--- src/rtl/lfsr_gen_pkg.sv ---
// Shared constants for the parametrised LFSR generator.
// MODE selects the feedback structure of every lfsr_step in the chain.
package lfsr_gen_pkg;

    localparam int unsigned LFSR_FIB = 0;
    localparam int unsigned LFSR_GAL = 1;

endpackage

--- src/rtl/lfsr_step.sv ---
// One combinational LFSR step, right-shifting, in Fibonacci or Galois form.
// Both forms are built; MODE is a constant, so the unused one is pruned.
module lfsr_step
    import lfsr_gen_pkg::*;
#(
    parameter int unsigned      WIDTH = 8,
    parameter logic [WIDTH-1:0] TAPS  = WIDTH'(8'h1D),
    parameter logic [WIDTH-1:0] GMASK = WIDTH'(8'hB8),
    parameter int unsigned      MODE  = LFSR_FIB
) (
    input  logic [WIDTH-1:0] state_i,
    output logic [WIDTH-1:0] state_o
);

    logic             fb;
    logic [WIDTH-1:0] fib_next;
    logic [WIDTH-1:0] gal_next;

    always_comb begin
        fb       = ^(state_i & TAPS);
        fib_next = {fb, state_i[WIDTH-1:1]};
        gal_next = {1'b0, state_i[WIDTH-1:1]} ^ (state_i[0] ? GMASK : '0);
        state_o  = (MODE == LFSR_GAL) ? gal_next : fib_next;
    end

endmodule

--- src/rtl/lfsr_gen.sv ---
// LFSR generator: STEPS unrolled steps per enabled clock, seed load with zero
// lockup recovery, and period measurement by matching sub-states against start.
module lfsr_gen
    import lfsr_gen_pkg::*;
#(
    parameter int unsigned      WIDTH = 8,
    parameter logic [WIDTH-1:0] TAPS  = WIDTH'(8'h1D),
    parameter logic [WIDTH-1:0] GMASK = WIDTH'(8'hB8),
    parameter int unsigned      MODE  = LFSR_FIB,
    parameter logic [WIDTH-1:0] SEED  = WIDTH'(8'hFF),
    parameter int unsigned      STEPS = 1,
    parameter int unsigned      CNT_W = 16
) (
    input  logic             clk,
    input  logic             reset,
    input  logic             clear,
    input  logic             load,
    input  logic [WIDTH-1:0] load_val,
    input  logic             enable,
    output logic [WIDTH-1:0] out,
    output logic             sout,
    output logic             lockup,
    output logic             wrap,
    output logic [CNT_W-1:0] period,
    output logic             period_valid
);

    logic [WIDTH-1:0] state_q, state_d;
    logic [WIDTH-1:0] start_q, start_d;
    logic [CNT_W-1:0] step_cnt_q, step_cnt_d;
    logic [CNT_W-1:0] period_q, period_d;
    logic             period_valid_q, period_valid_d;
    logic             wrap_q, wrap_d;
    logic             lockup_q, lockup_d;

    logic [WIDTH-1:0] chain [STEPS+1];

    assign chain[0] = state_q;

    for (genvar g = 0; g < STEPS; g++) begin : g_step
        lfsr_step #(
            .WIDTH (WIDTH),
            .TAPS  (TAPS),
            .GMASK (GMASK),
            .MODE  (MODE)
        ) u_step (
            .state_i (chain[g]),
            .state_o (chain[g+1])
        );
    end

    logic             hit;
    logic [CNT_W:0]   hit_k;
    logic [CNT_W-1:0] restart_cnt;
    logic [CNT_W:0]   hit_sum;
    logic [CNT_W:0]   adv_sum;
    logic             period_ok;

    // Scan from the last sub-state down so the earliest match wins.
    always_comb begin
        hit         = 1'b0;
        hit_k       = '0;
        restart_cnt = '0;
        for (int unsigned k = STEPS; k >= 1; k--) begin
            if (chain[k] == start_q) begin
                hit         = 1'b1;
                hit_k       = (CNT_W+1)'(k);
                restart_cnt = CNT_W'(STEPS - k);
            end
        end
        hit_sum   = {1'b0, step_cnt_q} + hit_k;
        adv_sum   = {1'b0, step_cnt_q} + (CNT_W+1)'(STEPS);
        // A saturated or overflowing count means the true period is unknown.
        period_ok = !(&step_cnt_q) && !hit_sum[CNT_W];
    end

    always_comb begin
        state_d        = state_q;
        start_d        = start_q;
        step_cnt_d     = step_cnt_q;
        period_d       = period_q;
        period_valid_d = period_valid_q;
        wrap_d         = 1'b0;
        lockup_d       = 1'b0;
        if (clear) begin
            state_d        = SEED;
            start_d        = SEED;
            step_cnt_d     = '0;
            period_d       = '0;
            period_valid_d = 1'b0;
        end else if (load) begin
            state_d        = (load_val == '0) ? SEED : load_val;
            start_d        = (load_val == '0) ? SEED : load_val;
            lockup_d       = (load_val == '0);
            step_cnt_d     = '0;
            period_valid_d = 1'b0;
        end else if (enable) begin
            if (state_q == '0) begin
                state_d        = SEED;
                start_d        = SEED;
                lockup_d       = 1'b1;
                step_cnt_d     = '0;
                period_valid_d = 1'b0;
            end else begin
                state_d = chain[STEPS];
                if (hit) begin
                    wrap_d     = 1'b1;
                    step_cnt_d = restart_cnt;
                    if (period_ok) begin
                        period_d       = hit_sum[CNT_W-1:0];
                        period_valid_d = 1'b1;
                    end
                end else begin
                    step_cnt_d = adv_sum[CNT_W] ? '1 : adv_sum[CNT_W-1:0];
                end
            end
        end
    end

    always_ff @(posedge clk or negedge reset) begin
        if (!reset) begin
            state_q        <= SEED;
            start_q        <= SEED;
            step_cnt_q     <= '0;
            period_q       <= '0;
            period_valid_q <= 1'b0;
            wrap_q         <= 1'b0;
            lockup_q       <= 1'b0;
        end else begin
            state_q        <= state_d;
            start_q        <= start_d;
            step_cnt_q     <= step_cnt_d;
            period_q       <= period_d;
            period_valid_q <= period_valid_d;
            wrap_q         <= wrap_d;
            lockup_q       <= lockup_d;
        end
    end

    assign out          = state_q;
    assign sout         = state_q[0];
    assign lockup       = lockup_q;
    assign wrap         = wrap_q;
    assign period       = period_q;
    assign period_valid = period_valid_q;

endmodule
--- config.mk ---
export PLATFORM = sky130hd
export DESIGN_NAME = lfsr_gen
export DESIGN_NICKNAME = d
export VERILOG_FILES = /design/src/rtl/lfsr_gen_pkg.sv /design/src/rtl/lfsr_step.sv /design/src/rtl/lfsr_gen.sv
export SDC_FILE = /design/constraint.sdc
export NUM_CORES = 1
export LEC_CHECK = 0
export CAP_MARGIN = 40
export CORE_ASPECT_RATIO = 1.5
export CORE_MARGIN = 2
export CORE_UTILIZATION = 54
export CTS_BUF_LIST = sky130_fd_sc_hd__clkbuf_4 sky130_fd_sc_hd__clkbuf_8
export DETAILED_ROUTE_END_ITERATION = 10
export HOLD_SLACK_MARGIN = 0.12
export PLACE_DENSITY_LB_ADDON = 0.3
export SYNTH_ARGS = -nofsm -noshare
export SYNTH_HDL_FRONTEND = slang
export SYNTH_HIERARCHICAL = 1
export SYNTH_SLANG_ARGS = --single-unit
--- constraint.sdc ---
create_clock -name clk -period 3.85 [get_ports clk]
set_clock_uncertainty 0.05 [all_clocks]
set_input_delay 0.77 -clock clk [delete_from_list [all_inputs] [get_ports clk]]
set_output_delay 0.77 -clock clk [all_outputs]
set_load 0.05 [all_outputs]
==> metrics.txt, run 1 <==
outcome finished clean; remaining antenna violation count after routing 0; Final Cycle Share 0.814; number of instances in the synthesized netlist 310; Finished Core Util 0.622; first-iteration detailed-routing DRC count 200; Hold Violations, Final 0; Final Instance Count excl. Fillers between 300 and 400; cells along the critical path xor2_1, xnor2_1, xnor2_1, nand4_1, nor2_1, ha_1, ha_1, o211ai_1, nor4_2, nor4_2, nor2_1, o2bb2ai_1; class of the tightest hold or removal check input pin to asynchronous set/reset pin; cells on worst reg2reg path 12; per-cell via count in the routed design between 5 and 6; beginning of the worst register-to-register path out[4]; overall die height ~95 um; largest driver fanout on the critical path 6; number of antenna violations at the first check in global routing 0; clock-pin slew on the worst setup and hold paths roughly 0.10 ns; Max-Slew Margin vs Limit 0.589; weighted congestion at the end of routability-driven global placement around 0.9; global-route usage over all layers 0.238; category of cells accounting for the largest share of critical-path delay simple AND/OR/NAND/NOR gates; Reg2Reg Setup Slack ~0.7 ns; number of diodes 0; fraction of the yosys area taken by sequential cells 0.437; transition time of the tightest slew-check pin roughly 0.61 ns; insertion delay to the later sink of the worst-skew pair around 0.3 ns; power per standard cell area 322 nW/um^2; clock tree from TritonCTS yes; overall overflow remaining after global route 0; average routed wire per standard cell 17.0 um; count of input and output buffers 40; maximum buffer depth of the clock tree 2; FMAX ~320 MHz; final count of negative-setup-slack endpoints 0; element type at the critical path end register; final wirelength 6.74 mm; crit path kind register to register; clock sink total roughly 50; standby leakage power between 1 and 1.5 nW; remaining design rule violation count 0; Worst setup startpoint out[4]; count of maximum capacitance violations 0; I/O pin count slightly above 40; Post-Synthesis Net Count approximately 330; cell at the root of the clock tree sky130_fd_sc_hd__clkbuf_8; wire length of the first global-routing pass 11.3 mm; number of buffers and inverters on the critical path 0; detailed-route via count 2361; # nets final roughly 340; via count of the first global-routing pass around 2400; cell row count 33; post-synth design cell area roughly 3000 um^2; final count of pins violating max slew 0; pin count of the biggest net entering global routing 27; placed cell count roughly 390; share of post-route cells with drive strength above 1 0.153; critical register-to-register path endpoint period[1]; Initial Util 0.552; total of warnings raised by yosys 6; final worst path period need ~3.1 ns; setup repair after global routing missed its margin no; floorplan core area 5370 um^2; total die area slightly above 6000 um^2; Critical Path AT ~3.3 ns; Num CTS Buffers 5; number of synthesized register bits between 50 and 60; mean area per synthesized cell between 9 and 10 um^2; path length in cells of the critical path 12; VDD IR max about 190 uV; number of instances resized during post-cts repair 0; area growth from synthesis to final layout 12.6%; Pre-Repair DR Iteration Count 4; highest-delay cell along the critical path sky130_fd_sc_hd__dfstp_2; hold bufs inserted after CTS 0; CP Capture Point period[1]; number of levels the H-tree was split into 2; sum of net half-perimeters after detailed placement 4.85 mm; number of distinct library cells after synthesis 44; setup fix buffers added after clock tree synthesis 0; setup TNS 0 ns; die span in x between 60 and 70 um; largest incremental delay on the critical path approximately 0.6 ns; Required @ worst endpoint 4.02 ns; kind of start point of the critical path register
==> worst reg2reg max path, delay by kind of cell (launching register included) <==
family	cells	cell delay [ns]
and+or+nand+nor	5	1.15
AOI/OAI and AO/OA	2	0.28
DFF	1	0.60
adders and majority gates	2	0.42
xor gates and xnor gates	3	0.55
==> through the flow <==
stage / instance area (um^2) / total power, mW / hold slack [ns] / setup slack, ns
4_1_cts: 3340 / 1.09 / 0.417 / 0.753
3_5_place_dp: 3250 / 0.777 / 0.426 / 0.798
2_1_floorplan: 2960 / 0.730 / 0.424 / 0.875
5_1_grt: 3340 / 1.13 / 0.437 / 0.503
3_3_place_gp: 3250 / 0.775 / 0.437 / 0.853
6_report: 3340 / 1.07 / 0.415 / 0.714
==> where the power goes <==
group          total (mW)  internal [mW]  switching, mW
Combinational       0.187         0.0695          0.117
Clock               0.306          0.127          0.180
Sequential          0.582          0.562         0.0195
==> synthesized netlist by cell type, drive strengths merged <==
library cell,number,area [um^2]
xor2,5,43.8
buf,28,198
nand4,8,62.6
nand3b,1,7.51
a21oi,17,85.1
o22ai,10,62.6
ha,3,37.5
a21o,5,38.8
nor4,7,62.6
inv,8,30.0
a211oi,10,75.1
or4,4,41.3
nand2b,1,6.26
or3,5,31.3
nor3,8,40.0
a22o,5,43.8
dfrtp,35,876
dfstp,16,420
o21ai,15,78.8
o22a,9,88.8
a31oi,3,18.8
a32oi,1,8.76
xnor2,20,175
nor2b,1,6.26
o2bb2ai,8,70.1
o211ai,3,27.5
and2,1,6.26
and4,4,35.0
nand2,9,33.8
o31ai,2,15.0
clkbuf,9,37.5
nand3,8,45.0
nor2,41,154
==> how the worst min path moves through the flow <==
stage          slack (ns)       endpoint  startpoint  cells past startpoint
6_report             0.42  step_cnt_q[3]       reset                      1
5_1_grt              0.44  step_cnt_q[4]       reset                      1
4_1_cts              0.42  step_cnt_q[3]       reset                      1
3_5_place_dp         0.43      period[4]   period[4]                      1
3_3_place_gp         0.44      period[7]   period[7]                      1
2_1_floorplan        0.42         lockup       reset                      0
==> kinds of logic after synthesis <==
| family | count (synthesis) | synth area share |
|---|---|---|
| simple gates | 98 | 0.179 |
| compound gates | 88 | 0.207 |
| flops | 51 | 0.437 |
| buf+inv | 45 | 0.0895 |
| xor+xnor | 25 | 0.0739 |
| fa+ha+maj | 3 | 0.0127 |
==> state kept, by name (all words and copies together) (netlist names) <==
register / count
lockup: 1
out: 8
period: 16
period_valid: 1
start_q: 8
step_cnt_q: 16
wrap: 1
==> cell usage in the layout (no fill, tap or decap), types with 2 or more instances in the layout <==
cell type	instances
sky130_fd_sc_hd__buf_4	5
sky130_fd_sc_hd__nor3_1	8
sky130_fd_sc_hd__clkbuf_8	5
sky130_fd_sc_hd__or3_1	5
sky130_fd_sc_hd__a211oi_1	10
sky130_fd_sc_hd__a21oi_1	17
sky130_fd_sc_hd__clkdlybuf4s50_1	39
sky130_fd_sc_hd__o2bb2ai_1	8
sky130_fd_sc_hd__a31oi_1	3
sky130_fd_sc_hd__o21ai_0	14
sky130_fd_sc_hd__o22a_2	8
sky130_fd_sc_hd__dfstp_2	16
sky130_fd_sc_hd__a21o_1	4
sky130_fd_sc_hd__dfrtp_1	35
sky130_fd_sc_hd__nor4_1	4
sky130_fd_sc_hd__nor2_1	41
sky130_fd_sc_hd__nand4_1	6
sky130_fd_sc_hd__nor4_2	3
sky130_fd_sc_hd__o22ai_1	10
sky130_fd_sc_hd__o211ai_1	2
sky130_fd_sc_hd__clkinvlp_4	2
sky130_fd_sc_hd__or4_4	3
sky130_fd_sc_hd__and4_1	4
sky130_fd_sc_hd__nand4_2	2
sky130_fd_sc_hd__xnor2_1	20
sky130_fd_sc_hd__nand3_1	7
sky130_fd_sc_hd__ha_1	3
sky130_fd_sc_hd__nand2_1	9
sky130_fd_sc_hd__a22o_1	5
sky130_fd_sc_hd__xor2_1	5
sky130_fd_sc_hd__inv_1	8
sky130_fd_sc_hd__o31ai_1	2
==> area by class of cell <==
cell class                      count  area (um^2)
Inverter                            8         30.0
Clock buffer                        5         68.8
Tap cell                           70         87.6
Multi-Input combinational cell    214         1400
Timing Repair Buffer               45          433
Sequential cell                    51         1300
Clock inverter                      3         20.0
Fill cell                         464         2030
==> routing by layer <==
layer	part of all wire	up-vias	track usage
met2	0.51	75	0.406
met5	0	-	0
met1	0.42	1135	0.288
met3	0.042	13	0.0465
li1	-	1138	-
met4	0.022	0	0.108
No activity file was read; power rests on OpenSTA's default activity.
==> inputs of run 2 (changes only) <==
==> constraint.sdc (replaced) <==
create_clock -name clk -period 2.93 [get_ports clk]
set_clock_uncertainty 0.05 [all_clocks]
set_input_delay 0.586 -clock clk [delete_from_list [all_inputs] [get_ports clk]]
set_output_delay 0.586 -clock clk [all_outputs]
set_load 0.05 [all_outputs]
==> metrics.txt, run 2 (synthesis gave the netlist of run 1 again) <==
largest incremental delay on the critical path 0.58 ns (-0.02 ns); Setup WS pre-CTS 0.0676 ns (-0.730 ns); Critical Path AT 3.22 ns (-0.09 ns); met2 Track Usage GR 0.425 (+0.0191); clock-pin slew on the worst setup and hold paths 0.10 ns (about the same); class of the tightest hold or removal check input pin to asynchronous set/reset pin; clock sink total 51 (unchanged); pin count of the biggest net entering global routing 28 (+3.7%); DP Area 3340 um^2 (+2.7%); number of fillers in the final layout 426 (-8.2%); number of buffers and inverters on the critical path 1 (+1); number of diodes 0 (unchanged); Final Cycle Share 1.04 (+0.221); category of cells accounting for the largest share of critical-path delay simple AND/OR/NAND/NOR gates; setup ws final -0.105 ns (-0.819 ns); Num CTS Buffers 5 (unchanged); area growth from synthesis to final layout 22.9%; insertion delay to the later sink of the worst-skew pair 0.32 ns (+0.02 ns); setup TNS -1.48 ns (-1.48 ns); Pre-Repair DR Iteration Count 5 (+1); beginning of the worst register-to-register path out[3]; CP Capture Point period[2]; largest driver fanout on the critical path 6 (unchanged); cell row count 33 (unchanged); cells along the critical path xnor2_1, xnor2_2, xnor2_1, nand4_1, nor2_1, ha_2, ha_4, o211ai_1, nor4_4, buf_4, or4_1, o2bb2ai_2; count of input and output buffers 40 (unchanged); busiest layer in global routing met2; global-route usage over all layers 0.251 (+0.0134); area of all placed cells without fillers 3640 um^2 (+9.1%); kind of start point of the critical path register; remaining design rule violation count 0 (unchanged); weighted congestion at the end of routability-driven global placement 0.921 (+2.9%); Finished Core Util 0.679 (+0.0569); maximum buffer depth of the clock tree 2 (unchanged); via count of the first global-routing pass 2406 (-0.29%); average routed wire per standard cell 18.1 um (+6.6%); floorplan core area 5370 um^2 (unchanged); path length in cells of the critical path 12 (unchanged); element type at the critical path end register; # nets final 360 (+5.6%); remaining antenna violation count after routing 0 (unchanged); per-cell via count in the routed design 6.15 (+3.1%); final count of pins violating max slew 0 (unchanged); global routing usage on met1 0.303 (+0.0148); crit path kind register to register; cells on worst reg2reg path 12 (unchanged); wire length of the first global-routing pass 11.7 mm (+3.6%); detailed-route via count 2552 (+8.1%); overall overflow remaining after global route 0 (unchanged); cell at the root of the clock tree sky130_fd_sc_hd__clkbuf_8; highest-delay cell along the critical path sky130_fd_sc_hd__or4_1; power per standard cell area 454 nW/um^2 (+41%); Hold Violations, Final 0 (unchanged); grt met3 use 0.0310 (-0.0155); overall die height 94.7 um (unchanged); standby leakage power 1.39 nW (+13%); most frequent standard cell in the layout excluding fill and tap cells sky130_fd_sc_hd__nor2_1; I/O pin count 41 (unchanged); transition time of the tightest slew-check pin 0.596 ns (-0.0186 ns); total die area 6110 um^2 (unchanged); most used cells in the layout excluding fill and tap cells sky130_fd_sc_hd__nor2_1 (40), sky130_fd_sc_hd__clkdlybuf4s50_1 (39), sky130_fd_sc_hd__dfrtp_1 (35); clock tree from TritonCTS yes; critical register-to-register path endpoint period[2]; final wirelength 7.52 mm (+12%); Required @ worst endpoint 3.12 ns (-0.90 ns); outcome finished, violations left; number of levels the H-tree was split into 2 (unchanged); Max-Slew Margin vs Limit 0.602 (+0.0124); final count of negative-setup-slack endpoints 16 (+16); most repeated library cell on the critical path sky130_fd_sc_hd__xnor2_1; violations in the final reports setup timing; Initial Util 0.552 (unchanged); setup repair after global routing missed its margin yes; final worst path period need 3.03 ns (-0.101 ns); count of maximum capacitance violations 0 (unchanged); VDD IR max 424 uV (+130%); sum of net half-perimeters after detailed placement 5.17 mm (+6.7%); die span in x 64.5 um (unchanged); FMAX 330 MHz (+3.3%); Reg2Reg Setup Slack -0.10 ns (-0.82 ns); first-iteration detailed-routing DRC count 189 (-5.5%); share of post-route cells with drive strength above 1 0.238 (+0.0843); Worst setup startpoint out[3]; number of antenna violations at the first check in global routing 0 (unchanged)
-- run 2: changes by cell type in the layout (fill, tap and decap cells not counted), sizes merged --
cell and change:
buf +19, clkinvlp -2, clkinv -1, clkbuf +1
bufinv +2
-- run 2: worst min-delay path by stage --
stage | endpoint | slack, ns | depth (start not counted)
CTS | period[10] | 0.23 | 1
floorplan | lockup | 0.24 | 0
detailed placement | period[4] | 0.42 | 1
finish | period[10] | 0.21 | 1
global route | lockup | 0.26 | 1
global placement | period[5] | 0.43 | 1
-- run 2: timing repair --
action	in CTS	in global routing
resized for setup	0	19
endpoints found under the setup margin	0	17
hold buffers	0	0
buffers inserted	0	8
-- run 2: power by group --
part           switching (mW)  leakage [nW]  internal [mW]
registers              0.0238         0.657          0.739
logic                   0.171         0.660          0.122
clock network           0.247        0.0688          0.351
total                   0.442          1.39           1.21
-- run 2: final cells by class --
cell class	count	area, um^2	area share
multi-input cells	214	1500	0.413
flip-flops and latches	51	1300	0.356
repair buffers	64	589	0.162
well taps	70	87.6	0.0240
clock buffers	6	76.3	0.0210
clock inverters	2	60.1	0.0165
inverters	8	30.0	0.00824
-- run 2: layer usage --
| layer | vias up | routed length [um] | share of wire |
|---|---|---|---|
| met5 | - | 0 | 0 |
| met4 | 0 | 252 | 0.033 |
| met3 | 18 | 456 | 0.061 |
| met2 | 105 | 3930 | 0.52 |
| met1 | 1247 | 2890 | 0.38 |
| li1 | 1182 | - | - |
-- run 2: through the flow --
| stage | hold WS (ns) | std cells | power (mW) |
|---|---|---|---|
| after floorplan | 0.240 | 310 | 0.960 |
| after global placement | 0.433 | 398 | 1.03 |
| after detailed placement | 0.425 | 398 | 1.04 |
| after CTS | 0.227 | 406 | 1.63 |
| after global routing | 0.265 | 415 | 1.71 |
| final | 0.213 | 415 | 1.65 |
